===== config.mk =====
export PLATFORM = sky130hd
export DESIGN_NAME = cfg_loader
export DESIGN_NICKNAME = d
export VERILOG_FILES = /design/src/rtl/cfg_loader_pkg.sv /design/src/rtl/cfg_frame_shifter.sv /design/src/rtl/cfg_loader.sv
export SDC_FILE = /design/constraint.sdc
export NUM_CORES = 1
export LEC_CHECK = 0
export CAP_MARGIN = 20
export CORE_MARGIN = 1
export CORE_UTILIZATION = 40
export CTS_CLUSTER_SIZE = 30
export DETAILED_ROUTE_END_ITERATION = 6
export DONT_BUFFER_PORTS = 1
export PLACE_DENSITY = 0.54
export RECOVER_POWER = 100
export SYNTH_ARGS = -nofsm -noshare
export SYNTH_HDL_FRONTEND = slang
export SYNTH_SLANG_ARGS = --single-unit
export TNS_END_PERCENT = 100

===== constraint.sdc =====
create_clock -name clk -period 2.3 [get_ports clk]
set_input_delay 0.23 -clock clk [delete_from_list [all_inputs] [get_ports clk]]
set_output_delay 0.23 -clock clk [all_outputs]
set_load 0.05 [all_outputs]

===== src/rtl/cfg_loader_pkg.sv =====
// Shared types and constants for the CLB configuration loader.
package cfg_loader_pkg;

  typedef enum logic [2:0] {
    ST_IDLE  = 3'd0,
    ST_SHIFT = 3'd1,
    ST_WRITE = 3'd2,
    ST_DONE  = 3'd3,
    ST_ERR   = 3'd4
  } state_t;

  // Width of the config word delivered to every CLB.
  localparam int CFG_W = 23;

  // Field positions inside the config word.
  localparam int OUT_SEL_MSB = 22;
  localparam int OUT_SEL_LSB = 19;
  localparam int O_MUX_BIT   = 18;
  localparam int FF_EN_MSB   = 17;
  localparam int FF_EN_LSB   = 16;
  localparam int LUT_MSB     = 15;
  localparam int LUT_LSB     = 0;

endpackage


===== src/rtl/cfg_frame_shifter.sv =====
// Serial frame receiver: collects one MSB-first frame, counts its bits and
// checks even parity over the whole frame as the last bit arrives.
module cfg_frame_shifter #(
  parameter int FRAME_W = 24
) (
  input  logic               clk,
  input  logic               rst_n,
  input  logic               clear,
  input  logic               shift_en,
  input  logic               ser_data,
  output logic               frame_done,
  output logic               parity_ok,
  output logic [FRAME_W-2:0] cfg_next
);

  localparam int CNT_W = $clog2(FRAME_W);
  localparam logic [CNT_W-1:0] CNT_LAST = CNT_W'(FRAME_W - 1);

  // Only the newest FRAME_W-1 bits are kept: together with the incoming bit
  // they form the complete frame on the accepting cycle.
  logic [FRAME_W-2:0] sr;
  logic [CNT_W-1:0]   cnt;

  // Frame is complete when the last bit is being accepted this cycle.
  always_comb begin
    frame_done = shift_en && (cnt == CNT_LAST);
    parity_ok  = ~(^{sr, ser_data});
    cfg_next   = sr;
  end

  // Shift register and bit counter; counter wraps to 0 at the end of a frame.
  always_ff @(posedge clk or negedge rst_n) begin
    if (!rst_n) begin
      sr  <= '0;
      cnt <= '0;
    end else if (clear) begin
      sr  <= '0;
      cnt <= '0;
    end else if (shift_en) begin
      sr  <= {sr[FRAME_W-3:0], ser_data};
      cnt <= frame_done ? '0 : cnt + 1'b1;
    end
  end

endmodule


===== src/rtl/cfg_loader.sv =====
// CLB configuration loader: receives N_CLB parity-protected serial frames and
// writes each config word to its CLB with a one-hot strobe.
//
// state    | meaning
// ---------|-------------------------------------------------------------
// ST_IDLE  | waiting for start after reset
// ST_SHIFT | receiving frame clb_idx, ser_ready high
// ST_WRITE | one-cycle write strobe to CLB clb_idx
// ST_DONE  | all frames written, done high until start
// ST_ERR   | parity failure, load aborted, err high until start
module cfg_loader
  import cfg_loader_pkg::*;
#(
  parameter int N_CLB   = 4,
  parameter int FRAME_W = 24
) (
  input  logic                     clk,
  input  logic                     rst_n,
  input  logic                     start,
  input  logic                     ser_valid,
  input  logic                     ser_data,
  output logic                     ser_ready,
  output logic [CFG_W-1:0]         bits,
  output logic [N_CLB-1:0]         wr_en,
  output logic                     busy,
  output logic                     done,
  output logic                     err,
  output logic [$clog2(N_CLB)-1:0] clb_idx
);

  localparam int IDX_W = $clog2(N_CLB);
  localparam logic [IDX_W-1:0] IDX_LAST = IDX_W'(N_CLB - 1);

  state_t             state, state_nxt;
  logic               load_start;
  logic               shift_en;
  logic               frame_done;
  logic               parity_ok;
  logic [FRAME_W-2:0] cfg_next;

  assign load_start = start && ((state == ST_IDLE) || (state == ST_DONE) || (state == ST_ERR));
  assign shift_en   = ser_valid && ser_ready;

  cfg_frame_shifter #(
    .FRAME_W (FRAME_W)
  ) u_shifter (
    .clk        (clk),
    .rst_n      (rst_n),
    .clear      (load_start),
    .shift_en   (shift_en),
    .ser_data   (ser_data),
    .frame_done (frame_done),
    .parity_ok  (parity_ok),
    .cfg_next   (cfg_next)
  );

  // State register.
  always_ff @(posedge clk or negedge rst_n) begin
    if (!rst_n) state <= ST_IDLE;
    else        state <= state_nxt;
  end

  // Next-state logic and state-decoded outputs.
  always_comb begin
    state_nxt = state;
    ser_ready = 1'b0;
    busy      = 1'b0;
    done      = 1'b0;
    err       = 1'b0;
    wr_en     = '0;
    case (state)
      ST_IDLE, ST_DONE, ST_ERR: begin
        done = (state == ST_DONE);
        err  = (state == ST_ERR);
        if (start) state_nxt = ST_SHIFT;
      end
      ST_SHIFT: begin
        ser_ready = 1'b1;
        busy      = 1'b1;
        if (frame_done) state_nxt = parity_ok ? ST_WRITE : ST_ERR;
      end
      ST_WRITE: begin
        busy      = 1'b1;
        wr_en     = N_CLB'(1) << clb_idx;
        state_nxt = (clb_idx == IDX_LAST) ? ST_DONE : ST_SHIFT;
      end
      default: state_nxt = ST_IDLE;
    endcase
  end

  // CLB index: cleared at load start, advanced after each non-final write.
  always_ff @(posedge clk or negedge rst_n) begin
    if (!rst_n)                                      clb_idx <= '0;
    else if (load_start)                             clb_idx <= '0;
    else if (state == ST_WRITE && clb_idx != IDX_LAST) clb_idx <= clb_idx + 1'b1;
  end

  // Config word captured on the last-bit cycle so it is valid during WRITE
  // and holds until the next good frame.
  always_ff @(posedge clk or negedge rst_n) begin
    if (!rst_n) begin
      bits <= '0;
    end else if (frame_done && parity_ok) begin
      bits[OUT_SEL_MSB:OUT_SEL_LSB] <= cfg_next[OUT_SEL_MSB:OUT_SEL_LSB];
      bits[O_MUX_BIT]               <= cfg_next[O_MUX_BIT];
      bits[FF_EN_MSB:FF_EN_LSB]     <= cfg_next[FF_EN_MSB:FF_EN_LSB];
      bits[LUT_MSB:LUT_LSB]         <= cfg_next[LUT_MSB:LUT_LSB];
    end
  end

endmodule


==> flow_metrics.env <==
export IMPL_status="completed"
export IMPL_fillerInstances=586
export IMPL_hold_path_endpoint="state[2]$_DFFE_PN0P_"
export IMPL_criticalPathCategory="flip-flop to flip-flop"
export IMPL_max_slew_worst_pin_slew_ns=1.399
export IMPL_synthesis_area_per_instance_um2=11.37
export IMPL_timing_reg2reg_setup_slack_ns=0.08
export IMPL_route_final_wire_length_um=4909
export IMPL_share_seq_of_total_power=0.471
export IMPL_r2r_start="u_shifter.cfg_next[1]$_DFFE_PN0P_"
export IMPL_maxCapViolations=0
export IMPL_hpwlAfterDp_um=3202
export IMPL_ctsHtreeMaxLevel=2
export IMPL_power_density_nw_per_um2=926.7
export IMPL_final_antenna_net_count=0
export IMPL_grt_use_total=0.1526
export IMPL_switchingPower_uw=844.3
export IMPL_io_pins=38
export IMPL_period_minus_slack_ns=2.220
export IMPL_clkTransAtPathRegs_ns=0.10
export IMPL_rd_place_congestion=0.7359
export IMPL_report_final_slew_viol_count=0
export IMPL_synthDistinctLibCells=32
export IMPL_grt_pass1_vias=1607
export IMPL_irDropWorstVdd_v=0.0006089
export IMPL_synth_largest_area_cell="dfrtp_1"
export IMPL_cts_root_buffer="clkbuf_8"
export IMPL_postCtsSetupBuffers=0
export IMPL_pre_cts_ws_ns=0.05101
export IMPL_clock_skew_final_ns=0.006560
export IMPL_final_hold_viol_count=0
export IMPL_routed_wire_length_per_instance_um=15.25
export IMPL_worst_skew_pair_late_latency_ns=0.31
export IMPL_final_seq_area_um2=1401
export IMPL_worstReg2RegEnd="bits[13]$_DFFE_PN0P_"
export IMPL_die_area_um2=6983
export IMPL_clock_tree_from_tritoncts="built"
export IMPL_clock_path_buffers=2
export IMPL_power_internal_mw=1.850
export IMPL_synth_top_flop_cell="dfrtp_1"
export IMPL_hold_depth=1
export IMPL_antenna_found_initial=0
export IMPL_setup_repair_after_global_routing_missed_its_margin="no"
export IMPL_layout_area_overhead_vs_synth_pct=9.262
export IMPL_hp_start="start"
export IMPL_drcViolationCount=0
export IMPL_drt_first_pass_iters=4
export IMPL_fin_crit_sh=0.9651
export IMPL_placement_io_buffers=0
export IMPL_worstPathMaxFanout=13
export IMPL_power_leakage_nw=1.321
export IMPL_post_synth_instance_area_um2=2661
export IMPL_asyncSetResetFlopFracSynth=1.000
export IMPL_synth_edff_count=0
export IMPL_sw_frac_of_total=0.3133
export IMPL_fp_dieW_um=83.57
export IMPL_synth_top_cell_area_share=0.5266
export IMPL_yosys_cell_count_top_type="dfrtp_1"
export IMPL_multi_input_area_um2=1187
export IMPL_antennaDiodeCount=0
export IMPL_worstPathArrival_ns=2.42
export IMPL_routed_via_count=1591
export IMPL_detailed_place_area_um2=2819
export IMPL_floorplan_die_height_um=83.57
export IMPL_layout_setup_ws_ns=0.08023
export IMPL_synth_area_top_cells="dfrtp_1 (53%), mux2_4 (11%), nand2_1 (7.5%)"
export IMPL_ys_warns=0
export IMPL_first_iter_violations=166
export IMPL_fin_total_pwr_mw=2.695
export IMPL_synthesis_instances=234
export IMPL_netlist_top_cells_count="dfrtp_1 (56), nand2_1 (53), a21oi_1 (28)"
export IMPL_ys_ff_latch=56
export IMPL_row_cnt=29
export IMPL_timing_slew_headroom=0.06717
export IMPL_count_of_clock_tree_sinks=56
export IMPL_remaining_global_route_overflow=0
export IMPL_grt_max_degree=57
export IMPL_cp_data_required_time_ns=2.50
export IMPL_timing_final_setup_violations=0
export IMPL_share_of_final_layout_standard_cells_stronger_than_drive_strength_1=0.2000
export IMPL_viasPerCell=4.941
export IMPL_post_synth_net_total=244
export IMPL_core_area_um2=6386
export IMPL_p_comb_frac=0.321
export IMPL_floorplan_initialDensity=0.4167
export IMPL_setup_tns_final_ns=0
export IMPL_final_nets=254
export IMPL_ys_seq_area_frac=0.5266
export IMPL_timing_critical_path_to_type="flip-flop"
export IMPL_stdcell_area_um2=2908
export IMPL_worst_r2r_path_depth=7
export IMPL_startpoint_class_of_the_critical_path="flip-flop"
export IMPL_pwr_share_clk=0.207
export IMPL_timing_hold_worst_class="input port to flip-flop"
export IMPL_tritoncts_num_buffers=5
export IMPL_grt_first_pass_wirelength_um=8404
export IMPL_fmax_mhz=450.5
## what timing repair did
action / CTS / global route
hold buffers: 2 / 0
endpoints found under the setup margin: 0 / 23
resized for setup: 0 / 2
hold endpoints to repair: 56 / 0
## power by group through the flow
stage	logic (mW)	clock network, mW	registers (mW)
detailed placement	0.856	0	1.29
global placement	0.853	0	1.29
floorplan	0.623	0	1.26
CTS	0.890	0.585	1.27
global route	0.956	0.614	1.30
finish	0.866	0.559	1.27
## cell families after synthesis
logic type               synth area share
buffers and inverters             0.03761
AND/OR/NAND/NOR                    0.1312
XOR/XNOR                          0.09027
adder cells (fa/ha/maj)           0.02351
flip-flops                         0.5266
multiplexers                       0.1279
AO/OA/AOI/OAI                     0.06300
## cell usage in the layout (no fill, tap or decap), types with 2 or more instances in the layout
cell      netlist  layout
a21oi_1        28      28
inv_1           4       4
buf_4           1       4
mux2_2          4       4
xor2_1          4       4
and2_1          6       4
nor3b_1         2       2
ha_1            5       5
nor2_1          6       6
xnor2_1        19      18
xnor2_2         1       2
mux2_4         19      19
nand2_1        53      53
dfrtp_1        56      56
clkbuf_1        7       4
clkbuf_2        0       3
buf_12          2       2
clkbuf_8        0       6
## how the worst max path moves through the flow
stage | start | endpoint | slack (ns) | cells after the start
2_1_floorplan | state[1]$_DFFE_PN0P_ | bits[10]$_DFFE_PN0P_ | -0.17 | 9
3_3_place_gp | u_shifter.cfg_next[1]$_DFFE_PN0P_ | bits[15]$_DFFE_PN0P_ | 0.09 | 7
3_5_place_dp | u_shifter.cfg_next[18]$_DFFE_PN0P_ | bits[5]$_DFFE_PN0P_ | 0.05 | 7
4_1_cts | u_shifter.cfg_next[18]$_DFFE_PN0P_ | bits[13]$_DFFE_PN0P_ | 0.03 | 7
5_1_grt | u_shifter.cfg_next[20]$_DFFE_PN0P_ | bits[9]$_DFFE_PN0P_ | 0.003 | 7
6_report | u_shifter.cfg_next[1]$_DFFE_PN0P_ | bits[13]$_DFFE_PN0P_ | 0.08 | 7
## worst max-delay path, stage by stage, from the launching register on
cell and delay, ns:
dfrtp_1 0.43, xor2_1 0.25, xnor2_1 0.16, xnor2_1 0.13, xnor3_1 0.42, and2_2 0.24, buf_12 0.16, mux2_4 0.29
## metrics by stage
step	utilization	cells	hold WS, ns
floorplan	-	234	-0.06559
global placement	0.4414	312	-0.06344
detailed placement	0.4414	312	-0.06371
CTS	0.4620	322	0.009893
global route	0.4553	322	0.005754
finish	0.4553	322	0.01857
## sequential cells by signal, summed over array words and instances, names as in the netlist
name and count:
state 3, u_shifter.cfg_next 23, u_shifter.cnt 5, clb_idx 2, bits 23
## layout make-up
type / instances / share of cell area
Tap cell: 77 / 0.03313
Inverter: 4 / 0.005164
Clock inverter: 1 / 0.002582
Multi-Input combinational cell: 163 / 0.4083
Timing Repair Buffer: 14 / 0.03916
Sequential cell: 56 / 0.4819
Clock buffer: 7 / 0.02969
## routing by layer
| layer | vias to the layer above | wire length, um | track usage | share of wire |
|---|---|---|---|---|
| li1 | 791 | - | - | - |
| met1 | 773 | 2352 | 0.2064 | 0.48 |
| met2 | 21 | 2325 | 0.2358 | 0.47 |
| met3 | 6 | 168 | 0.04649 | 0.034 |
| met4 | 0 | 62 | 0.04622 | 0.013 |
| met5 | - | 0 | 0 | 0 |
No activity file was read; power rests on OpenSTA's default activity.
